<file path="src/rtl/tmds_rx_align_decode_pkg.sv">
// Shared TMDS receive definitions: symbol width, control tokens, FSM states
// and the per-symbol decode helpers.
package tmds_pkg;

  localparam int unsigned SYM_W = 10;

  localparam logic [SYM_W-1:0] TOK_00 = 10'h354;
  localparam logic [SYM_W-1:0] TOK_01 = 10'h0AB;
  localparam logic [SYM_W-1:0] TOK_10 = 10'h154;
  localparam logic [SYM_W-1:0] TOK_11 = 10'h2AB;

  typedef enum logic {
    HUNT   = 1'b0,
    LOCKED = 1'b1
  } state_t;

  typedef struct packed {
    logic       hit;
    logic [1:0] ctrl;
  } token_t;

  function automatic token_t token_decode(input logic [SYM_W-1:0] s);
    token_t t;
    t.hit  = 1'b1;
    t.ctrl = 2'b00;
    case (s)
      TOK_00:  t.ctrl = 2'b00;
      TOK_01:  t.ctrl = 2'b01;
      TOK_10:  t.ctrl = 2'b10;
      TOK_11:  t.ctrl = 2'b11;
      default: t.hit  = 1'b0;
    endcase
    return t;
  endfunction

  function automatic logic [7:0] data_decode(input logic [SYM_W-1:0] q);
    logic [7:0] d;
    logic [7:0] r;
    d    = q[9] ? ~q[7:0] : q[7:0];
    r    = '0;
    r[0] = d[0];
    for (int unsigned i = 1; i < 8; i++)
      r[i] = q[8] ? (d[i] ^ d[i-1]) : ~(d[i] ^ d[i-1]);
    return r;
  endfunction

endpackage

</file>
<file path="src/rtl/tmds_rx_align_decode_if.sv">
// Lane-side bundle: deserialized nibbles in, aligned/decoded symbols out.
interface tmds_rx_align_decode_if;
  import tmds_pkg::*;

  logic [3:0]       nib_in;
  logic             invert;
  logic             sym_valid;
  logic [SYM_W-1:0] sym;
  logic             de;
  logic [1:0]       ctrl;
  logic [7:0]       data;
  logic             locked;
  logic [3:0]       slip_count;

  modport master (
    output nib_in, invert,
    input  sym_valid, sym, de, ctrl, data, locked, slip_count
  );

  modport slave (
    input  nib_in, invert,
    output sym_valid, sym, de, ctrl, data, locked, slip_count
  );

endinterface

</file>
<file path="src/rtl/tmds_rx_align_decode_gearbox.sv">
// 4-to-10 bit gearbox with single-bit slip; emission is combinational from
// the current append so the consumer can register it on the same edge.
module tmds_gearbox_4to10
  import tmds_pkg::*;
(
  input  logic             clk,
  input  logic             rst,
  input  logic [3:0]       nib,
  input  logic             slip,
  output logic             sym_valid,
  output logic [SYM_W-1:0] sym
);

  logic [13:0] buffer;
  logic [3:0]  cnt;
  logic        slip_last;
  logic        slip_eff;
  logic [13:0] merged;
  logic [4:0]  level;

  always_comb begin
    slip_eff = slip & ~slip_last;
    merged   = buffer | ({10'b0, nib} << cnt);
    level    = {1'b0, cnt} + 5'd4;
    // Discarding the oldest bit happens before the emit decision.
    if (slip_eff) begin
      merged = merged >> 1;
      level  = level - 5'd1;
    end
    sym_valid = (level >= 5'd10);
    sym       = merged[SYM_W-1:0];
  end

  always_ff @(posedge clk) begin
    if (rst) begin
      buffer    <= '0;
      cnt       <= '0;
      slip_last <= 1'b0;
    end else begin
      slip_last <= slip_eff;
      if (sym_valid) begin
        buffer <= merged >> 10;
        cnt    <= 4'(level - 5'd10);
      end else begin
        buffer <= merged;
        cnt    <= level[3:0];
      end
    end
  end

endmodule

</file>
<file path="src/rtl/tmds_rx_align_decode.sv">
// TMDS lane front end: gearbox, token-based alignment FSM and symbol decoder.
module tmds_rx_align_decode
  import tmds_pkg::*;
#(
  parameter int unsigned CTRL_RUN  = 8,
  parameter int unsigned SLIP_WAIT = 2048
) (
  input  logic                 clk_shift_half,
  input  logic                 rst,
  tmds_rx_align_decode_if.slave bus
);

  localparam int unsigned RUN_W  = $clog2(CTRL_RUN + 1);
  localparam int unsigned MISS_W = $clog2(SLIP_WAIT + 1);

  state_t             state, state_n;
  logic [RUN_W-1:0]   run, run_n;
  logic [MISS_W-1:0]  miss, miss_n;
  logic [3:0]         slips, slips_n;
  logic               slip_req, slip_req_n, slip_go;
  logic [3:0]         nib;
  logic               gb_valid;
  logic [SYM_W-1:0]   gb_sym;
  token_t             tok;

  assign nib = bus.nib_in ^ {4{bus.invert}};
  assign tok = token_decode(gb_sym);

  tmds_gearbox_4to10 u_gearbox (
    .clk       (clk_shift_half),
    .rst       (rst),
    .nib       (nib),
    .slip      (slip_go),
    .sym_valid (gb_valid),
    .sym       (gb_sym)
  );

  always_comb begin
    state_n    = state;
    run_n      = run;
    miss_n     = miss;
    slips_n    = slips;
    slip_req_n = 1'b0;
    if (gb_valid) begin
      case (state)
        HUNT: begin
          if (tok.hit) begin
            run_n  = run + RUN_W'(1);
            miss_n = '0;
            if (run_n == RUN_W'(CTRL_RUN)) state_n = LOCKED;
          end else begin
            run_n  = '0;
            miss_n = miss + MISS_W'(1);
            if (miss_n == MISS_W'(SLIP_WAIT)) begin
              slip_req_n = 1'b1;
              miss_n     = '0;
              slips_n    = (slips == 4'hF) ? slips : slips + 4'd1;
            end
          end
        end
        LOCKED: begin
          if (tok.hit) miss_n = '0;
          else         miss_n = miss + MISS_W'(1);
          if (miss_n == MISS_W'(SLIP_WAIT)) begin
            state_n = HUNT;
            run_n   = '0;
            miss_n  = '0;
          end
        end
        default: state_n = HUNT;
      endcase
    end
  end

  // The slip is held one extra register so it lands on the append after sym_valid.
  always_ff @(posedge clk_shift_half) begin
    if (rst) begin
      state    <= HUNT;
      run      <= '0;
      miss     <= '0;
      slips    <= '0;
      slip_req <= 1'b0;
      slip_go  <= 1'b0;
    end else begin
      state    <= state_n;
      run      <= run_n;
      miss     <= miss_n;
      slips    <= slips_n;
      slip_req <= slip_req_n;
      slip_go  <= slip_req;
    end
  end

  always_ff @(posedge clk_shift_half) begin
    if (rst) begin
      bus.sym_valid <= 1'b0;
      bus.sym       <= '0;
      bus.de        <= 1'b0;
      bus.ctrl      <= '0;
      bus.data      <= '0;
    end else begin
      bus.sym_valid <= gb_valid;
      if (gb_valid) begin
        bus.sym <= gb_sym;
        bus.de  <= ~tok.hit;
        if (tok.hit) bus.ctrl <= tok.ctrl;
        else         bus.data <= data_decode(gb_sym);
      end
    end
  end

  assign bus.locked     = (state == LOCKED);
  assign bus.slip_count = slips;

endmodule

</file>
<file path="src/flat_wrapper.sv">
// flat-port wrapper written by rule: the top's interface ports become plain ports
module tmds_rx_align_decode_flat import tmds_pkg::*;
#(
  parameter int unsigned CTRL_RUN  = 8,
  parameter int unsigned SLIP_WAIT = 2048
)
  (clk_shift_half, rst, bus_nib_in, bus_invert, bus_sym_valid, bus_sym, bus_de, bus_ctrl, bus_data, bus_locked, bus_slip_count);
  tmds_rx_align_decode_if bus_i ();
  input  logic clk_shift_half;
  input  logic rst;
  input wire logic [$bits(bus_i.nib_in)-1:0] bus_nib_in;
  input wire logic [$bits(bus_i.invert)-1:0] bus_invert;
  output wire logic [$bits(bus_i.sym_valid)-1:0] bus_sym_valid;
  output wire logic [$bits(bus_i.sym)-1:0] bus_sym;
  output wire logic [$bits(bus_i.de)-1:0] bus_de;
  output wire logic [$bits(bus_i.ctrl)-1:0] bus_ctrl;
  output wire logic [$bits(bus_i.data)-1:0] bus_data;
  output wire logic [$bits(bus_i.locked)-1:0] bus_locked;
  output wire logic [$bits(bus_i.slip_count)-1:0] bus_slip_count;
  assign bus_i.nib_in = bus_nib_in;
  assign bus_i.invert = bus_invert;
  assign bus_sym_valid = bus_i.sym_valid;
  assign bus_sym = bus_i.sym;
  assign bus_de = bus_i.de;
  assign bus_ctrl = bus_i.ctrl;
  assign bus_data = bus_i.data;
  assign bus_locked = bus_i.locked;
  assign bus_slip_count = bus_i.slip_count;
  tmds_rx_align_decode #(.CTRL_RUN(CTRL_RUN), .SLIP_WAIT(SLIP_WAIT)) u_core (.clk_shift_half(clk_shift_half), .rst(rst), .bus(bus_i));
endmodule
</file>
<file path="config.mk">
export PLATFORM = sky130hd
export DESIGN_NAME = tmds_rx_align_decode_flat
export DESIGN_NICKNAME = d
export VERILOG_FILES = /design/src/rtl/tmds_rx_align_decode_pkg.sv /design/src/rtl/tmds_rx_align_decode_if.sv /design/src/rtl/tmds_rx_align_decode_gearbox.sv /design/src/rtl/tmds_rx_align_decode.sv /design/src/flat_wrapper.sv
export SDC_FILE = /design/constraint.sdc
export NUM_CORES = 1
export LEC_CHECK = 0
export ABC_AREA = 1
export CAP_MARGIN = 20
export CORE_ASPECT_RATIO = 0.5
export CORE_MARGIN = 3
export CORE_UTILIZATION = 45
export DETAILED_ROUTE_END_ITERATION = 6
export HOLD_SLACK_MARGIN = 0.1
export MAX_ROUTING_LAYER = met4
export PLACE_DENSITY = 0.65
export SLEW_MARGIN = 25
export SYNTH_ARGS = -nofsm -noshare
export SYNTH_HDL_FRONTEND = slang
export SYNTH_SLANG_ARGS = --single-unit
</file>
<file path="constraint.sdc">
create_clock -name clk_shift_half -period 5.4 [get_ports clk_shift_half]
set_clock_uncertainty 0.05 [all_clocks]
set_input_delay 1.62 -clock clk_shift_half [delete_from_list [all_inputs] [get_ports clk_shift_half]]
set_output_delay 1.62 -clock clk_shift_half [all_outputs]
set_load 0.005 [all_outputs]
</file>
---- Word level (Yosys, flattened, before mapping) ----
Index checks and enable logic that the tools add are counted.
cells by class
  $add $sub $neg .......................... 6
  magnitude comparators ................... 1
  equal/unequal tests ..................... 9
  shifts and indexed selects .............. 1
  muxes and demuxes ....................... 29
  bitwise operators ....................... 23
  reduce and logical (&&, ||, !) cells .... 7
operators with widths
  kind                     count
  $mux W12                 6
  $eq A12 B12 Y1 const B   2
  $pmux W12 S2             1
  $eq A10 B10 Y1 const B   2
  $mux W4                  4
  $mux W14                 1
  $or A14 B14 Y14          1
  $shl A4 B4 Y14           1
  $add A12 B1 Y12 const B  1
  $mux W1                  12
  $not A1 Y1               12
  $eq A10 B8 Y1 const B    1
  $eq A10 B9 Y1 const B    1
  $add A4 B1 Y4 const B    2
  $eq A4 B4 Y1 const B     2
  $mux W8                  1
  $not A8 Y8               1
  $pmux W4 S2              1
  $reduce_or A4 Y1         2
  $xor A1 B1 Y1            7
  $pmux W2 S3              1
  $reduce_and A2 Y1        3
  $add A4 B3 Y5 const B    1
  $ge A5 B4 Y1 const B     1
  9 further kinds          9
word-level totals
  register bits ........................... 64
  output and inout bits ................... 27

---- Logic depth before layout (Yosys ltp) ----
  depth in word-level cells ............... 13
  depth in mapped cells ................... 22
  mapped depth without buffers ............ 22

---- By module ----
A second synthesis with hierarchy kept.
second synthesis, totals
  cell total of the unflattened synthesis .. 551
  area, all modules ....................... 3,752.3 um2
modules (own cells, without submodules)
  module                times used  cells each  area each (um2)  seq. area each (um2)
  tmds_rx_align_decode  1           338         2,379.8          900.9
  tmds_gearbox_4to10    1           213         1,372.6          380.4

---- Worst setup path after synthesis ----
Ideal clock, no wire load.
  path kind ............................... input port to flip-flop
  start ................................... input port bus_invert
  end ..................................... register u_core.slips[2], in the netlist u_core.bus.slip_count[2]
  arrival ................................. 3.667 ns
  setup slack ............................. 1.562 ns
  stages on the path ...................... 20
  buffers on the path ..................... 1
  path through ............................ inv_2 -> nand2_2 -> nand3_1 -> nand2_1 -> nand3_1 -> nand2_1 -> a21oi_1 -> inv_1 -> o21ai_0 -> inv_1 -> ha_1 -> nand3_1 -> a21oi_1 -> nand3_2 -> nand2_2 -> nor2_2 -> buf_6 -> nand2_8 -> nor3_1 -> nor3_2
on the way
  cells in the longest elaborated chain, start to end .. 9
RTL lines
  what                                    line                                RTL
  start, declared                         flat_wrapper.sv:12                  input wire logic [$bits(bus_i.invert)-1:0] bus_invert;
  $xor A4 B4 Y4 *                         tmds_rx_align_decode.sv:26          assign nib = bus.nib_in ^ {4{bus.invert}};
  $shl A4 B4 Y14 *                        tmds_rx_align_decode_gearbox.sv:23  merged = buffer | ({10'b0, nib} << cnt);
  $or A14 B14 Y14 *                       tmds_rx_align_decode_gearbox.sv:23
  $mux W14 *                              tmds_rx_align_decode_gearbox.sv:26  if (slip_eff) begin
  net u_core.gb_sym[4]                    tmds_rx_align_decode.sv:23          logic [SYM_W-1:0] gb_sym;
  $eq A10 B10 Y1 (tied with other cells)  tmds_rx_align_decode_pkg.sv:26      case (s)
  $reduce_or A4 Y1 (no source line) *     --
  $mux W1 *                               tmds_rx_align_decode_pkg.sv:26
  $not A1 Y1 *                            --
  $reduce_and A5 Y1 (no source line) *    --
  end signal, assigned                    tmds_rx_align_decode.sv:88          slips <= slips_n;
  end, declared                           tmds_rx_align_decode.sv:19          logic [3:0] slips, slips_n;
Mark *: on every way through the listed nets, which the timed path passes. The rest lies on a longest branch.
A chain may end at the register's enable or synchronous reset.

---- Worst setup path after layout ----
  start ................................... input port bus_invert
  end ..................................... register u_core.miss[10]
on the way
  cells in the longest elaborated chain, start to end .. 13
RTL lines
  what                                    line                                RTL
  $xor A4 B4 Y4 *                         tmds_rx_align_decode.sv:26
  $shl A4 B4 Y14 *                        tmds_rx_align_decode_gearbox.sv:23
  $or A14 B14 Y14 *                       tmds_rx_align_decode_gearbox.sv:23
  $mux W14 *                              tmds_rx_align_decode_gearbox.sv:26
  net u_core.gb_sym[4]                    tmds_rx_align_decode.sv:23
  $eq A10 B10 Y1 (tied with other cells)  tmds_rx_align_decode_pkg.sv:26
  $reduce_or A4 Y1 (no source line) *     --
  $mux W1 *                               tmds_rx_align_decode_pkg.sv:26
  $mux W12                                tmds_rx_align_decode.sv:62          if (tok.hit) miss_n = '0;
  $mux W12                                tmds_rx_align_decode.sv:45          case (state)
  $mux W12                                tmds_rx_align_decode.sv:44          if (gb_valid) begin
  $eq A12 B12 Y1                          tmds_rx_align_decode.sv:64          if (miss_n == MISS_W'(SLIP_WAIT)) begin
  $mux W12                                tmds_rx_align_decode.sv:64
  $pmux W12 S2 *                          tmds_rx_align_decode.sv:45
  end signal, assigned                    tmds_rx_align_decode.sv:87          miss <= miss_n;
  end, declared                           tmds_rx_align_decode.sv:18          logic [MISS_W-1:0] miss, miss_n;
Mark *: on every way through the listed nets, which the timed path passes. The rest lies on a longest branch. The select of a mux whose other input is x is not followed.

==> results.tsv <==
metric	value	unit
status	finished clean	
Async S/R FF share, synth	0	%
First DRT Iteration DRCs	197	
max_slew headroom	50.10	%
Slowest cell on crit path	clkdlybuf4s50_1	
worst-path maximum fanout	11	
met2 GRT Util	29.36	%
pin count of the biggest net entering global routing	24	
most frequent cells in the layout	nand2_1 (94), dfxtp_1 (64), inv_1 (55)	
dpl ws	0.3024	ns
Final ANT Viol Nets	0	
Pwr per Cell Area	523.0	mW/mm^2
Synth Area in Compound Gates	13.99	%
total global routing overflow	0	
drt pass-1 iters	4	
sequential share of the synthesized area	35.47	%
final WL	8365	um
CTS sink count	64	
routed vias/inst	5.108	
clock latency on the worst-skew pair	0.33	ns
FP Rows	22	
post-synth cell types	47	
total die area	0.009204	mm^2
syn avg cell area	7.402	um^2
Final Instance Count excl. Fillers	631	
Mapped Cells	488	
post-CTS sizing	0	
hold_buf cts	0	
Final Hold Fails	0	
top_reg_cell synth	dfxtp_1	
Crit path buffers/inverters	5	
Routed WL per cell	13.26	um
worst hold path class	register to register	
actual slew at the worst max-slew pin	0.7476	ns
largest family of logic cells by synthesized area	simple AND/OR/NAND/NOR gates	
CTS H-tree depth	3	
Initial Utilization	47.89	%
worst stage delay on the critical path	0.55	ns
Via Count	3223	
most common cell after layout, fill and taps aside	nand2_1	
routability cong.	0.9021	
CTS tree	built	
core area	0.007542	mm^2
delay-heaviest family, CP	simple AND/OR/NAND/NOR gates	
busiest grt layer	met2	
critical path launch point type	input pin	
M3 GR Usage	4.493	%
# IOs	34	
CP endpoint kind	register	
area of the mapped netlist	0.003612	mm^2
Post-synth EDFFs	0	
highest clock rate	206.4	MHz
Yosys top cell area share	35.47	%
Yosys reg bits	64	
RSZ-0062 raised after global routing	no	
I/O Buffers	33	
Die X	132.7	um
PnR worst setup slack	0.5546	ns
synth top area cells	dfxtp_1 (35%), nand2_1 (9.8%), inv_1 (5.7%)	
Synthesized Nets	508	
Synth Area in Simple Gates	31.38	%
gr usage total	19.44	%
dpl hpwl	6281	um
P&R area growth vs syn	17.98	%
period utilisation layout	89.73	%
grt met1 use	25.78	%
Final #Nets	541	
initial antenna violation count	0	
WP data required	5.59	ns
CTS clk-pin slew, worst paths	0.05	ns
post-layout util	56.50	%
Root Buffer	clkbuf_16	
CP most frequent cell	nand2_2	
mux share of post-synthesis cell area	0.2771	%
placed instance count	618	
final hold slack	0.3894	ns
clk buf depth	2	
first-pass GRT wire length	14260	um
number of global-route vias before repair	3028	
area leader, netlist	dfxtp_1	
data arrival time of the worst path	5.03	ns
critical path type	input pin to register	
Num CTS Buffers	9	
ant diodes	0	
final setup fails	0	
Max rail drop VDD	0.2278	mV
leakage	0.001812	uW
Tmin final	4.845	ns
postcts setup bufs	0	
Slew Limit Fails	0	
Synth Warn #	0	
Synth Area in XOR/XNOR	4.849	%
cells along the critical path	clkdlybuf4s50_1, inv_2, nand2_2, nand2_2, nand2_2, nand2_1, nand3_1, nand2_1, a21oi_1, inv_1, o21ai_0, inv_1, ha_1, nand3_1, a21oi_1, nand3_2, nand2_2, nor2_2, inv_2, nor2_2, nand2_1, o22ai_1	
Synth Area in Adders	4.503	%
max_cap viols	0	
setup TNS	0	ns
Residual DRC	0	
share of cells above drive strength 1	12.05	%
Die Y	69.36	um
==> cells in the mapped netlist (2+ instances only) <==
cell / n
nor3_1: 11
xnor2_1: 5
xor2_1: 15
inv_4: 2
inv_2: 9
nand3_1: 39
nor2_1: 34
nor2_2: 5
a21o_1: 2
nor2_4: 2
a21oi_1: 24
o22ai_1: 6
nand3_2: 6
o21bai_1: 3
inv_1: 55
o32ai_1: 4
o21ai_1: 4
o211ai_1: 3
ha_1: 13
buf_2: 4
dfxtp_1: 64
nand2_2: 8
o21ai_0: 28
nand2_1: 94
buf_6: 3
clkbuf_1: 6
nand2_4: 4
nand4_1: 12
buf_4: 2
nor3_2: 2
nand3_4: 2
o21a_1: 2
==> registers in the layout (all words and copies together) (netlist names) <==
register,cells
u_core.bus.ctrl,2
u_core.bus.data,8
u_core.bus.de,1
u_core.bus.locked,1
u_core.bus.slip_count,4
u_core.bus.sym,10
u_core.bus.sym_valid,1
u_core.miss,12
u_core.run,4
u_core.slip_go,1
u_core.slip_req,1
u_core.u_gearbox.buffer,14
u_core.u_gearbox.cnt,4
u_core.u_gearbox.slip_last,1
==> per-layer routing <==
metal | vias to the layer above | routed length, um
li1 | 1673 | -
met1 | 1477 | 4180
met2 | 59 | 3722
met3 | 14 | 335
met4 | 0 | 127
met5 | - | 0
==> where the power goes <==
| group | internal (uW) | switching [uW] | total (uW) | leakage (uW) |
|---|---|---|---|---|
| Clock | 300 | 185 | 485 | 0.000121 |
| Combinational | 419 | 662 | 1080 | 0.00117 |
| Sequential | 584 | 79.0 | 663 | 0.000521 |
==> worst min-delay path: cells and delay by family (launching register included) <==
| kind | cells | cell delay [ns] |
|---|---|---|
| flip-flops | 1 | 0.30 |
| AND/OR/NAND/NOR | 1 | 0.04 |
| buffers and inverters | 1 | 0.06 |
==> area by class of cell <==
| cell class | instances | area, um^2 |
|---|---|---|
| well taps | 108 | 135.1 |
| flip-flops and latches | 64 | 1281 |
| multi-input cells | 343 | 1989 |
| fillers | 750 | 3281 |
| clock buffers | 11 | 232.7 |
| repair buffers | 37 | 360.3 |
| inverters | 66 | 252.7 |
| clock inverters | 2 | 10.01 |
==> worst paths after layout <==
path	from	end	slack, ns	cells after the start
max	bus_invert	u_core.miss[10]	0.55	22
min	u_core.slip_req	u_core.slip_go	0.39	2
max reg2reg	u_core.slip_go	u_core.miss[10]	1.64	13
min reg2reg	u_core.slip_req	u_core.slip_go	0.39	2
==> cell families (layout without fill, tap and decap cells) <==
| family | Yosys count | after routing |
|---|---|---|
| AO/OA/AOI/OAI | 84 | 84 |
| XOR/XNOR | 20 | 20 |
| adder cells (fa/ha/maj) | 13 | 13 |
| buffers and inverters | 81 | 116 |
| flip-flops | 64 | 64 |
| multiplexers | 1 | 1 |
| AND/OR/NAND/NOR | 225 | 225 |
==> metrics by stage <==
stage / cell area (um^2) / total power, uW
floorplan: 3612 / 1423
global placement: 4016 / 1752
detailed placement: 4019 / 1748
CTS: 4262 / 2244
global route: 4262 / 2414
finish: 4262 / 2229
(Power assumes the default switching activity.)
==> edit (config.mk and constraints unchanged) <==
`CTRL_RUN` is set to 8 in 2 places; all go to 16.
--- a/src/rtl/tmds_rx_align_decode.sv
+++ b/src/rtl/tmds_rx_align_decode.sv
@@ -2,7 +2,7 @@
 module tmds_rx_align_decode
   import tmds_pkg::*;
 #(
-  parameter int unsigned CTRL_RUN  = 8,
+  parameter int unsigned CTRL_RUN  = 16,
   parameter int unsigned SLIP_WAIT = 2048
 ) (
   input  logic                 clk_shift_half,
--- a/src/flat_wrapper.sv
+++ b/src/flat_wrapper.sv
@@ -1,7 +1,7 @@
 // flat-port wrapper written by rule: the top's interface ports become plain ports
 module tmds_rx_align_decode_flat import tmds_pkg::*;
 #(
-  parameter int unsigned CTRL_RUN  = 8,
+  parameter int unsigned CTRL_RUN  = 16,
   parameter int unsigned SLIP_WAIT = 2048
 )
   (clk_shift_half, rst, bus_nib_in, bus_invert, bus_sym_valid, bus_sym, bus_de, bus_ctrl, bus_data, bus_locked, bus_slip_count);
Check against the original RTL: same outputs for any inputs over 10 cycles, from zero or initial values and one cycle with rst high; that may be too few to reach the edited logic, so the function may still have changed.
==> edit against the original RTL <==
  * Die area fell by 0.85%
  * Routed wire length about the same
  * Setup slack better by 290 ps
  * Sequential cell count is 1 higher
  * Total power increased by 6.6%
  * Synthesized area decreased by 0.90%
  * Largest cell class unchanged
  * Critical path type unchanged
  * Final area grew 0.56%
  * Via count is 4.7% lower
  * Sequential share of layout area up 0.30 points
==> edit: results (changes against the original RTL) <==
[outcome]
status = finished, final reports clean  ; unchanged

[synth]
synth_seq_area_share = 0.364  ; was 0.355
synth-compound-area-share = 0.142  ; was 0.140
synth-xor-area-share = 0.0633  ; was 0.0485
yosys-top-cells-count = 76 x nand2_1, 65 x dfxtp_1, 49 x nand3_1, 47 x inv_1, 30 x nor2_1  ; was 94 x nand2_1, 64 x dfxtp_1, 55 x inv_1, 39 x nand3_1, 34 x nor2_1
synth_fa_ha_area_frac = 0.0454  ; was 0.0450
netlist_instances = 461  ; was 488
syn_nets = 481  ; was 508
synthTopCellsByArea = dfxtp_1 36%, nand2_1 8.0%, nand3_1 6.9%  ; was dfxtp_1 35%, nand2_1 9.8%, inv_1 5.7%
muxShareOfSynthArea = 0.00280  ; was 0.00277

[global_routing]
grt_pass1_vias = 2929  ; was 3028
grt_max_degree = 25  ; was 24
grt_usage = 0.201  ; was 0.194
grt_pass1_wl_um = 14400  ; was 14300 um

[timing]
worstMarginPinSlew_ps = 943  ; was 748 ps

[power]
pwr-share-seq = 0.281  ; was 0.297
comb_power_share = 0.482  ; was 0.485
p_sw_mw = 0.985  ; was 0.926 mW
p_leak_nw = 1.80  ; was 1.81 nW
vdd.ir_drop.worst_uv = 291  ; was 228 uV

[worst_setup_path]
ff2ff_path_depth = 11  ; was 13
crit_fanout = 6  ; was 11
crit_family = simple AND/OR/NAND/NOR gates  ; unchanged

[placement]
globalplace.congestion = 0.901  ; was 0.902
dp_cells = 591  ; was 618
place_hpwl_um = 6120  ; was 6280 um

[layout]
stdcell_count = 607  ; was 631
n_fill_cell = 693  ; was 750
layout.nets = 514  ; was 541
reg_top3 = u_core.u_gearbox.buffer x14, u_core.miss x12, u_core.bus.sym x10  ; unchanged
drive_above_1_share = 0.130  ; was 0.120

[clock_network]
cts_setup_buffers = 0  ; unchanged

[routing]
routed_wl_um = 8370  ; about the same
drt_iter0_markers = 173  ; was 197
viasPerCell = 5.06  ; was 5.11

-- edit: metrics by stage --
stage / setup WS (ps) / utilization / power (mW) / cell area (um^2)
detailed placement: 568 / 0.532 / 1.82 / 4000
CTS: 894 / 0.570 / 2.40 / 4290
finish: 844 / 0.570 / 2.38 / 4290
floorplan: 1560 / - / 1.47 / 3580
global placement: 640 / 0.532 / 1.82 / 4000
global route: 488 / 0.570 / 2.57 / 4290
-- edit: final timing paths --
| check | slack, ps | end | startpoint |
|---|---|---|---|
| hold / removal | 380 | u_core.slip_go | u_core.slip_req |
| setup reg to reg | 2000 | u_core.u_gearbox.buffer[0] | u_core.slip_go |
| setup / recovery | 840 | u_core.bus.locked | bus_invert |
| hold reg to reg | 380 | u_core.slip_go | u_core.slip_req |
-- edit: cell type report --
type / instances / area [um^2] / area share
Clock buffer: 13 / 250 / 0.0584
Clock inverter: 3 / 40.0 / 0.00934
Inverter: 57 / 224 / 0.0523
Multi-Input combinational cell: 325 / 1980 / 0.462
Sequential cell: 65 / 1300 / 0.304
Tap cell: 108 / 135 / 0.0315
Timing Repair Buffer: 36 / 353 / 0.0823
-- edit: cells by family (layout without fill, tap and decap cells) --
logic type	Yosys count	count (layout)
AOI/OAI and AO/OA	82	82
buffers and inverters	71	109
adders and majority gates	13	13
and+or+nand+nor	204	204
xor gates and xnor gates	25	25
DFF	65	65
muxes	1	1
-- edit: per-layer routing --
metal	share of wire	routed length, um	global-route usage
met5	0	0	-
met2	0.43	3600	0.294
met1	0.53	4410	0.275
met3	0.039	330	0.0707
met4	0.0041	34	0.0279
-- edit: worst reg2reg max path: cells and delay by family (launching register included) --
kind / cells / cell delay (ps)
adders and majority gates: 1 / 240
buffers and inverters: 4 / 750
AOI/OAI and AO/OA: 3 / 780
and+or+nand+nor: 3 / 1110
DFF: 1 / 310
